$ cat src/rtl/psched_pkg.sv
// Shared types for the pcounter_sched round-robin counter scheduler.
// Holds the FSM state encoding, requester index type and arbitration reset value.
package psched_pkg;

    typedef enum logic [1:0] {
        IDLE = 2'd0,
        RUN  = 2'd1,
        DONE = 2'd2
    } state_t;

    typedef logic req_idx_t;

    // last=1 after reset so requester 0 wins the first contended grant.
    localparam req_idx_t LAST_RESET = 1'b1;

endpackage

$ cat src/rtl/psched_rr_arb.sv
// Two-way round-robin arbiter: a lone requester always wins, a tie goes to
// the requester that did not win last time. Purely combinational.
module psched_rr_arb
    import psched_pkg::*;
(
    input  logic [1:0] req,
    input  req_idx_t   last,
    input  logic       enable,
    output logic [1:0] win,
    output req_idx_t   win_idx
);

    // NOTE: every output gets a default before the case so no latch is inferred.
    always_comb begin
        win     = 2'b00;
        win_idx = 1'b0;
        if (enable) begin
            unique case (req)
                2'b01: begin
                    win     = 2'b01;
                    win_idx = 1'b0;
                end
                2'b10: begin
                    win     = 2'b10;
                    win_idx = 1'b1;
                end
                2'b11: begin
                    win_idx = ~last;
                    win     = last ? 2'b01 : 2'b10;
                end
                default: ;
            endcase
        end
    end

endmodule

$ cat src/rtl/pcounter_sched.sv
// Shares one up-counter between two requesters: grant, count 0..target, pulse done.
// Optional macro PSCHED_PAUSE_EN adds a pause input that freezes the count in RUN.
module pcounter_sched
    import psched_pkg::*;
#(
    parameter int N = 7
) (
    input  logic         clock,
    input  logic         clear,
    input  logic [1:0]   req,
    input  logic [N:0]   target0,
    input  logic [N:0]   target1,
    output logic [1:0]   gnt,
    output logic [1:0]   done,
    output logic [N:0]   count,
    output logic         busy
`ifdef PSCHED_PAUSE_EN
    ,
    input  logic         pause
`endif
);

    localparam logic [N:0] ONE = {{N{1'b0}}, 1'b1};

    state_t     state, state_next;
    logic [1:0] gnt_next, done_next;
    logic [N:0] count_next;
    logic [N:0] tgt_q, tgt_next;
    req_idx_t   last, last_next;
    req_idx_t   owner, owner_next;
    logic [1:0] win;
    req_idx_t   win_idx;
    logic       hold;

`ifdef PSCHED_PAUSE_EN
    assign hold = pause;
`else
    assign hold = 1'b0;
`endif

    psched_rr_arb u_arb (
        .req     (req),
        .last    (last),
        .enable  (state == IDLE),
        .win     (win),
        .win_idx (win_idx)
    );

    always_comb begin
        state_next = state;
        gnt_next   = gnt;
        done_next  = 2'b00;
        count_next = count;
        tgt_next   = tgt_q;
        last_next  = last;
        owner_next = owner;

        unique case (state)
            IDLE: begin
                count_next = '0;
                gnt_next   = 2'b00;
                if (win != 2'b00) begin
                    tgt_next   = win_idx ? target1 : target0;
                    gnt_next   = win;
                    owner_next = win_idx;
                    last_next  = win_idx;
                    state_next = RUN;
                end
            end
            RUN: begin
                // Paused cycles neither advance the count nor allow completion.
                if (!hold) begin
                    if (count == tgt_q) begin
                        state_next       = DONE;
                        gnt_next         = 2'b00;
                        done_next[owner] = 1'b1;
                    end else begin
                        count_next = count + ONE;
                    end
                end
            end
            DONE: begin
                count_next = '0;
                state_next = IDLE;
            end
            default: begin
                state_next = IDLE;
                gnt_next   = 2'b00;
                count_next = '0;
            end
        endcase
    end

    // NOTE: sequential state uses non-blocking assignments so all registers
    // update together from the values computed in the combinational block.
    always_ff @(posedge clock) begin
        if (clear) begin
            state <= IDLE;
            gnt   <= 2'b00;
            done  <= 2'b00;
            count <= '0;
            tgt_q <= '0;
            last  <= LAST_RESET;
            owner <= 1'b0;
        end else begin
            state <= state_next;
            gnt   <= gnt_next;
            done  <= done_next;
            count <= count_next;
            tgt_q <= tgt_next;
            last  <= last_next;
            owner <= owner_next;
        end
    end

    assign busy = (state != IDLE);

endmodule

$ cat config.mk
export PLATFORM = sky130hd
export DESIGN_NAME = pcounter_sched
export DESIGN_NICKNAME = d
export VERILOG_FILES = /design/src/rtl/psched_pkg.sv /design/src/rtl/psched_rr_arb.sv /design/src/rtl/pcounter_sched.sv
export SDC_FILE = /design/constraint.sdc
export NUM_CORES = 1
export LEC_CHECK = 0
export ABC_AREA = 1
export CAP_MARGIN = 40
export CORE_ASPECT_RATIO = 0.6
export CORE_MARGIN = 5
export CORE_UTILIZATION = 47
export CTS_CLUSTER_DIAMETER = 100
export DETAILED_ROUTE_END_ITERATION = 10
export GPL_TIMING_DRIVEN = 0
export PLACE_DENSITY = 0.81
export SETUP_SLACK_MARGIN = 0.1
export SLEW_MARGIN = 5
export SYNTH_ARGS = -nofsm -noshare
export SYNTH_HDL_FRONTEND = slang
export SYNTH_SLANG_ARGS = --single-unit
$ cat constraint.sdc
create_clock -name clock -period 1.54 [get_ports clock]
set_input_delay 0.231 -clock clock [delete_from_list [all_inputs] [get_ports clock]]
set_output_delay 0.231 -clock clock [all_outputs]
set_load 0.005 [all_outputs]
# --- Word-level counts from Yosys, hierarchy flattened ---
# Cells that the tools add are included.
totals:
  ff_bits: 24
  word_cells: 45
  output_inout_bits: 13
  input_bits: 20
op_classes:
  n_mux: 14
  reduce_logical: 9
  add_sub_neg: 1
  n_bitwise: 4
  eq_ne: 8
  n_lt_le_gt_ge: 2
op_table:
  columns: ["operator", "count"]
  rows:
  - ["$mux 2", 6]
  - ["$pmux 2 s3", 2]
  - ["$add 8x1->8 const B", 1]
  - ["$eq 8x8->1", 1]
  - ["$mux 8", 1]
  - ["$eq 2x2->1 const B", 3]
  - ["$reduce_and 2->1", 3]
  - ["$eq 2x1->1 const B", 2]
  - ["$ne 2x2->1 const B", 2]
  - ["$not 1->1", 4]
  - ["$pmux 2 s2", 1]
  - ["$reduce_bool 2->1", 2]
  - ["$reduce_or 3->1", 1]
  - ["$logic_not 2->1", 1]
  - ["$lt 1x2->1 const B", 1]
  - ["$mux 1", 2]
  - ["$pmux 1 s2", 1]
  - ["$reduce_or 2->1", 1]
  - ["$demux 1 s1", 1]
  - ["$ge 1x1->1 const B", 1]
  - ["$logic_and 1x1->1", 1]

# --- Logic depth before layout (Yosys ltp) ---
# Gate-level depths: netlist of run 1.
logic_depth:
  word_depth: 6
  ltp_mapped: 10
  depth_no_buf: 10

# --- By module ---
# A second synthesis of run 1 with hierarchy kept.
hier_totals:
  cells_unflattened: 171
  hier_area_um2: 1187.4
by_module_without_submodules:
  columns: ["mod", "seq_area_each_um2", "n_inst", "area_each_um2", "cells_per_inst"]
  rows:
  - ["pcounter_sched", 480.5, 1, 1161.1, 165]
  - ["psched_rr_arb", 0.0, 1, 26.3, 6]

# --- Worst setup path before layout of run 1 ---
# OpenSTA, ideal clock, no wires.
synth_path:
  path_type: "reg-to-reg"
  startpoint: "reg state[1]"
  endpoint: "reg tgt_q[0]"
  t_arrival_ps: 1190
  n_path_buf: 1
  setup_slack_ps: 211
  setup_ps: 139
  t_required_ps: 1401
  path_stages_with_launch: 8
  cell_sequence: "dfxtp_1 -> or2_4 -> nor2_4 -> nand2_4 -> buf_6 -> or2_0 -> o211ai_2 -> a21oi_2"
synth_via:
  elab_chain_len: 4
  elab_cells_between_ends: 6
synth_rtl:
  columns: ["item", "line", "rtl"]
  rows:
  - ["start, declared", "pcounter_sched.sv:25", "state_t state, state_next;"]
  - ["start signal, assigned", "pcounter_sched.sv:106", "state <= state_next;"]
  - ["$logic_not 2->1 *", "pcounter_sched.sv:44, pcounter_sched.sv:58", null]
  - ["$mux 2", "psched_rr_arb.sv:17", "if (enable) begin"]
  - ["$reduce_bool 2->1", "pcounter_sched.sv:62", "if (win != 2'b00) begin"]
  - ["$reduce_and 2->1 (no source line)", null, null]
  - ["end signal, assigned", "pcounter_sched.sv:110", "tgt_q <= tgt_next;"]
  - ["end, declared", "pcounter_sched.sv:28", "logic [N:0] tgt_q, tgt_next;"]
# Every way passes the cells marked *; elsewhere a longest branch is shown, timed or not.
# A chain may end at the register's enable or synchronous reset.

# --- Final worst setup path of run 1 ---
layout_path:
  startpoint: "reg count[0]"
  endpoint: "out count[0]"
layout_rtl:
  columns: ["item", "line", "rtl"]
  rows:
  - ["start, declared", "pcounter_sched.sv:15", "output logic [N:0] count,"]
  - ["start signal, assigned", "pcounter_sched.sv:109", "count <= count_next;"]
# No word-level cell between the ends.

==> flow_metrics.tcl, run 1 <==
set metrics [dict create \
    run_status "completed" \
    grt_pass1_vias 1026 \
    synth_async_sr_flop_share 0 \
    global_route_wire_length_before_repair_um 4422 \
    chipWidth_um 76.55 \
    synth_nets 179 \
    critPathKind "reg -> out" \
    gp_congestion 0.8017 \
    synth.top_cells.by_area "sky130_fd_sc_hd__dfxtp_1, sky130_fd_sc_hd__nand2_1, sky130_fd_sc_hd__o211ai_2, sky130_fd_sc_hd__a21oi_2, sky130_fd_sc_hd__inv_1" \
    die_height_um 49.93 \
    wl_per_cell_um 11.70 \
    skew_ns 0.004773 \
    crit_required_ns 1.31 \
    critical_path.cell_chain "clkdlybuf4s50_1" \
    synth_top_cell_area_share 0.3848 \
    buf_inv_stages_crit_path 1 \
    post_route_cells_drive_above_1_share 0.2374 \
    core_area_um2 2522 \
    synth_most_common_cell "sky130_fd_sc_hd__nand2_1" \
    final_period_util 0.9129 \
    die-area_um2 3822 \
    drtPass1Iterations 4 \
    synth.yosys.seq_area_share 0.3848 \
    postRouteAntennaNets 0 \
    path_delay_family "buffers and inverters" \
    share_comb_of_total_power 0.325 \
    cell_area_power_density_nw_per_um2 978.7 \
    grt_antenna_before_repair 0 \
    finalSetupTns_ns 0 \
    tritoncts "yes" \
    relSlewSlack 0.5911 \
    p_sw_frac 0.3112 \
    numCtsBuffers 3 \
    synthFlopType "sky130_fd_sc_hd__dfxtp_1" \
    htree_num_levels 1 \
    cp_max_fo 7 \
    holdCritPathClass "reg -> reg" \
    design.portCount 33 \
    netlist_top_cells_count "sky130_fd_sc_hd__nand2_1, sky130_fd_sc_hd__dfxtp_1, sky130_fd_sc_hd__inv_1" \
    rsz0062_at_grt "true" \
    synth.ff_latch_count 24 \
    vdd.ir_drop.worst_mv 0.4953 \
    cp_slowest_stage_delay_ns 0.52 \
    grt-ovfl-total 0 \
    cts_root_buffer "sky130_fd_sc_hd__clkbuf_8" \
    worst_skew_pair.late_latency_ns 0.26 \
    number_of_enable_flip_flop_cells_after_synthesis 0 \
    remaining_drc_errors 0 \
    power.total_mw 1.685 \
    starting_density 0.4950 \
    netSwitchingPower_uw 524.3 \
    critPathSlowestCell "sky130_fd_sc_hd__clkdlybuf4s50_1" \
    drt_iter0_markers 49 \
    maxCapViolations 0 \
    slew_at_the_pin_closest_to_its_max_slew_limit_ns 0.6133 \
    leakage_nw 0.6604 \
    timing.final.max_slew_violations 0 \
    cts.clk_slew.worst_paths_ns 0.08 \
    row_count 14 \
    dp.final_hpwl_um 2014 \
    detailroute.via_count 1138 \
    via_per_inst 4.948 \
    timing.final.hold_violations 0 \
    timing.hold.worst_path_depth 2 \
    synth_largest_area_cell "sky130_fd_sc_hd__dfxtp_1" \
    netlist_area_um2 1249 \
    final_nets 220 \
    synth_cell_type_count 25 \
    postSynthAreaPerCell_um2 7.903 \
    min_period_ns 1.406 \
    antenna-diode-count 0 \
    share_seq_of_total_power 0.429 \
    worst_ep_arrival_time_ns 1.17 \
    totalWireLength_um 2690 \
    internal-power_mw 1.161 \
    path_depth 1 \
    yosysWarningCount 0 \
    crit_path_start_kind "register" \
    end_kind "output pin" \
    power_frac_clock 0.246 \
    top_achievable_clock_speed_mhz 711.3 \
    grtUsageTotal 0.1386 \
    areaGrowthSynthToFinish_pct 37.88 \
    layout_setup_ws_ns 0.1341 \
    numClockSinks 24 \
    largest_net_degree_at_the_start_of_global_routing 14 \
    report.final.setup_viol 0 \
    port_buffers 32 \
    ctsLongestPathBuffers 2 \
    netlist_instances 158 \
    dp_slack_ns -0.2044 \
    rr_worst_depth 7 \
]
[cells in the final DEF, fill, tap and decap left out, types with 2 or more instances in the layout]
master / count
sky130_fd_sc_hd__a21oi_1: 10
sky130_fd_sc_hd__a21oi_2: 8
sky130_fd_sc_hd__buf_4: 5
sky130_fd_sc_hd__clkbuf_8: 4
sky130_fd_sc_hd__clkdlybuf4s50_1: 31
sky130_fd_sc_hd__clkinv_4: 2
sky130_fd_sc_hd__dfxtp_1: 15
sky130_fd_sc_hd__dfxtp_2: 7
sky130_fd_sc_hd__dfxtp_4: 2
sky130_fd_sc_hd__inv_1: 16
sky130_fd_sc_hd__nand2_1: 40
sky130_fd_sc_hd__nand3_1: 6
sky130_fd_sc_hd__nor2_1: 11
sky130_fd_sc_hd__nor2_4: 2
sky130_fd_sc_hd__o211ai_2: 8
sky130_fd_sc_hd__o21ai_0: 2
sky130_fd_sc_hd__or2_0: 4
sky130_fd_sc_hd__or2_1: 3
sky130_fd_sc_hd__xnor2_1: 6
[sequential cells by signal (all words and copies together), names as in the netlist]
signal / flops
count: 8
last: 1
owner: 1
gnt: 2
tgt_q: 8
done: 2
state: 2
[layer usage]
metal	global-route usage	part of all wire	vias up
met2	0.2259	0.46	41
met3	0.03273	0.061	2
met1	0.1825	0.47	506
li1	-	-	589
met5	0	0	-
met4	0.04070	0.0089	0
[timing repair]
item,4_1_cts,5_1_grt
resized for setup,7,12
pin swaps,1,0
hold buffers,0,0
endpoints found under the setup margin,15,22
buffers inserted,2,2
[cells by family (layout without fill, tap and decap cells)]
group                    after synthesis  after routing  share of synthesized area
buffers and inverters                 22             62                    0.08317
XOR/XNOR                               8              8                    0.05611
AND/OR/NAND/NOR                       73             73                     0.2705
flip-flops                            24             24                     0.3848
adder cells (fa/ha/maj)                1              1                    0.01002
AO/OA/AOI/OAI                         30             30                     0.1954
[power by group through the flow]
| stage | combinational [mW] | clock (mW) | sequential, mW |
|---|---|---|---|
| 2_1_floorplan | 0.353 | 0 | 0.731 |
| 3_5_place_dp | 0.506 | 0 | 0.738 |
| 3_3_place_gp | 0.498 | 0 | 0.736 |
| 4_1_cts | 0.525 | 0.426 | 0.726 |
| 6_report | 0.548 | 0.415 | 0.723 |
| 5_1_grt | 0.609 | 0.455 | 0.731 |
[stage by stage]
stage / cells / hold WS (ns) / cell area (um^2) / utilization
global route: 230 / 0.4887 / 1722 / 0.6825
floorplan: 158 / 0.2934 / 1249 / -
detailed placement: 222 / 0.4467 / 1609 / 0.6379
global placement: 222 / 0.4298 / 1609 / 0.6379
CTS: 228 / 0.4583 / 1685 / 0.6682
finish: 230 / 0.4563 / 1722 / 0.6825
[area by class of cell]
type	count	area, um^2
fillers	201	800.8
multi-input cells	112	676.9
flip-flops and latches	24	496.7
repair buffers	36	349.1
inverters	19	81.33
clock buffers	4	55.05
well taps	32	40.04
plain buffers	3	22.52
[worst paths after layout]
kind                         startpoint                     to  slack [ns]
setup / recovery  count[0]$_SDFFE_PP0P_               count[0]        0.13
setup reg to reg  state[1]$_SDFFE_PP0P_  tgt_q[4]$_SDFFE_PP0P_        0.14
hold / removal       owner$_SDFFE_PP0P_     done[1]$_SDFF_PP0_        0.46
hold reg to reg      owner$_SDFFE_PP0P_     done[1]$_SDFF_PP0_        0.46
Note: power is estimated with default switching activity, not from simulation.
==> run 2, diff against run 1 <==
Settings changed: GPL_TIMING_DRIVEN 0 to 1.
==> run 2 against run 1 <==
  * Die area unchanged
  * Critical path depth increased by 1
  * Routed wire length increased by 10%
  * Sequential power decreased by 0.6%
  * Combinational power increased by 4.7%
  * Global-route usage increased by 3.0 points
  * Via count increased by 2.3%
  * Largest power group unchanged
  * Maximum frequency increased by 2.1%
  * Clock power increased by 4.8%
  * Cell count increased by 3.5%
==> flow_metrics.tcl, run 2 (same netlist as run 1, synthesis figures left out) <==
set metrics [dict create \
    run_status "completed" \
    chipWidth_um 76.55 \
    drtPass1Iterations 4 \
    min_period_ns 1.377 \
    path_depth 2 \
    final_period_util 0.8944 \
    dp_slack_ns -0.03187 \
    tritoncts "yes" \
    report.final.setup_viol 0 \
    via_per_inst 4.891 \
    grt_pass1_vias 1191 \
    worst_ep_arrival_time_ns 1.15 \
    grtUsageTotal 0.1685 \
    top_achievable_clock_speed_mhz 726.0 \
    cp_slowest_stage_delay_ns 0.33 \
    rsz0062_at_grt "true" \
    netSwitchingPower_uw 552.6 \
    global_route_wire_length_before_repair_um 5126 \
    power_frac_clock 0.252 \
    ctsLongestPathBuffers 2 \
    totalWireLength_um 2959 \
    share_seq_of_total_power 0.416 \
    gp_congestion 0.8296 \
    end_kind "output pin" \
    numClockSinks 24 \
    busiest_layer "met2" \
    path_delay_family "flip-flops" \
    die-area_um2 3822 \
    commonest_cells_after_routing_fill_and_taps_aside "sky130_fd_sc_hd__nand2_1, sky130_fd_sc_hd__clkdlybuf4s50_1, sky130_fd_sc_hd__inv_1, sky130_fd_sc_hd__dfxtp_1, sky130_fd_sc_hd__buf_4" \
    htree_num_levels 1 \
    holdCritPathClass "reg -> reg" \
    fin_worst_hold_slack_ns 0.4587 \
    cell_area_power_density_nw_per_um2 982.3 \
    crit_path_start_kind "register" \
    internal-power_mw 1.176 \
    worst_skew_pair.late_latency_ns 0.27 \
    areaGrowthSynthToFinish_pct 40.88 \
    critical_path.cell_chain "or2_4 > dlygate4sd2_1" \
    critPathSlowestCell "sky130_fd_sc_hd__dfxtp_1" \
    cts.clk_slew.worst_paths_ns 0.08 \
    starting_density 0.4950 \
    buf_inv_stages_crit_path 1 \
    leakage_nw 0.7336 \
    slew_at_the_pin_closest_to_its_max_slew_limit_ns 0.2726 \
    maxCapViolations 0 \
    reg_top3 "count: 8 flops, tgt_q: 8 flops" \
    cp_max_fo 3 \
    dp.final_hpwl_um 2294 \
    grt-ovfl-total 0 \
    largest_net_degree_at_the_start_of_global_routing 14 \
    final_nets 228 \
    antenna-diode-count 0 \
    wl_per_cell_um 12.43 \
    grt_use_met1 0.1915 \
    final_common_cell "sky130_fd_sc_hd__nand2_1" \
    grt_antenna_before_repair 0 \
    rr_worst_depth 6 \
    cts_root_buffer "sky130_fd_sc_hd__clkbuf_8" \
    critPathKind "reg -> out" \
    numCtsBuffers 3 \
    share_comb_of_total_power 0.332 \
    gr-usage-met3 0.04000 \
    row_count 14 \
    n_fill_cell 194 \
    layout_setup_ws_ns 0.1626 \
    remaining_drc_errors 0 \
    die_height_um 49.93 \
    skew_ns 0.002832 \
    timing.final.hold_violations 0 \
    timing.hold.worst_path_depth 2 \
    p_sw_frac 0.3198 \
    design.portCount 33 \
    detailroute.via_count 1164 \
    crit_required_ns 1.31 \
    post_route_cells_drive_above_1_share 0.2621 \
    vdd.ir_drop.worst_mv 0.5721 \
    core_area_um2 2522 \
    port_buffers 32 \
    timing.final.max_slew_violations 0 \
    postRouteAntennaNets 0 \
    drt_iter0_markers 49 \
    grt.met2_usage 0.2884 \
    relSlewSlack 0.8173 \
]
[run 2: changes by cell type in the layout (fill, tap and decap cells not counted)]
| cell | previous run | this run |
|---|---|---|
| sky130_fd_sc_hd__xnor2_1 | 6 | 7 |
| sky130_fd_sc_hd__or2_0 | 4 | 7 |
| sky130_fd_sc_hd__dfxtp_1 | 15 | 16 |
| sky130_fd_sc_hd__dfxtp_2 | 7 | 8 |
| sky130_fd_sc_hd__or2_1 | 3 | 0 |
| sky130_fd_sc_hd__buf_4 | 5 | 15 |
| sky130_fd_sc_hd__xnor2_2 | 1 | 0 |
| sky130_fd_sc_hd__dlygate4sd2_1 | 1 | 8 |
| sky130_fd_sc_hd__clkdlybuf4s50_1 | 31 | 24 |
| sky130_fd_sc_hd__buf_6 | 1 | 0 |
| sky130_fd_sc_hd__dfxtp_4 | 2 | 0 |
| sky130_fd_sc_hd__clkbuf_1 | 1 | 0 |
[run 2: per-layer routing]
metal  wire [um]  part of all wire
met1        1353              0.46
met2        1379              0.47
met3         134             0.045
met4          91             0.031
met5           0                 0
[run 2: final timing paths]
| check | start | endpoint | slack, ns |
|---|---|---|---|
| max | state[1]$_SDFFE_PP0P_ | busy | 0.16 |
| min | owner$_SDFFE_PP0P_ | done[1]$_SDFF_PP0_ | 0.46 |
| max reg2reg | state[1]$_SDFFE_PP0P_ | tgt_q[7]$_SDFFE_PP0P_ | 0.20 |
| min reg2reg | owner$_SDFFE_PP0P_ | done[1]$_SDFF_PP0_ | 0.46 |
[run 2: power groups by stage]
stage | combinational [mW] | clock (mW) | sequential, mW
6_report | 0.574 | 0.435 | 0.719
5_1_grt | 0.643 | 0.463 | 0.728
4_1_cts | 0.559 | 0.443 | 0.720
3_5_place_dp | 0.554 | 0 | 0.733
3_3_place_gp | 0.536 | 0 | 0.731
2_1_floorplan | 0.353 | 0 | 0.731
[run 2: worst register-to-register path, cell delays in order, from the launching register on]
cell and delay [ns]:
sky130_fd_sc_hd__dfxtp_1 0.33, sky130_fd_sc_hd__or2_4 0.28, sky130_fd_sc_hd__nor2_4 0.10, sky130_fd_sc_hd__nand2_4 0.09, sky130_fd_sc_hd__or2_2 0.29, sky130_fd_sc_hd__o211ai_2 0.08
sky130_fd_sc_hd__a21oi_2 0.07
[run 2: layout make-up]
class	instances	area [um^2]	area share
Sequential cell	24	490.5	0.2788
Inverter	19	81.33	0.04623
Multi-Input combinational cell	112	669.4	0.3805
Tap cell	32	40.04	0.02276
Clock buffer	4	55.05	0.03129
Timing Repair Buffer	47	422.9	0.2404
[run 2: repair_timing]
item	in CTS	in global routing
endpoints found under the setup margin	9	5
gates resized for setup	17	2
pin swaps	0	1
setup buffers	0	1
hold buffers	0	0
[run 2: stage by stage]
stage | TNS (ns) | total power [mW] | instance area, um^2 | std cells | utilization
floorplan | 0 | 1.084 | 1249 | 158 | -
global placement | -0.001690 | 1.267 | 1692 | 233 | 0.6706
detailed placement | -0.1165 | 1.286 | 1692 | 233 | 0.6706
CTS | 0 | 1.722 | 1748 | 237 | 0.6930
global route | 0 | 1.834 | 1759 | 238 | 0.6974
finish | 0 | 1.728 | 1759 | 238 | 0.6974
==> run 3, diff against run 2 <==
Settings changed: SLEW_MARGIN 5 to 20.
==> results of run 3 <==
Same layout as run 2: the final DEF is identical, and so are final timing and power.
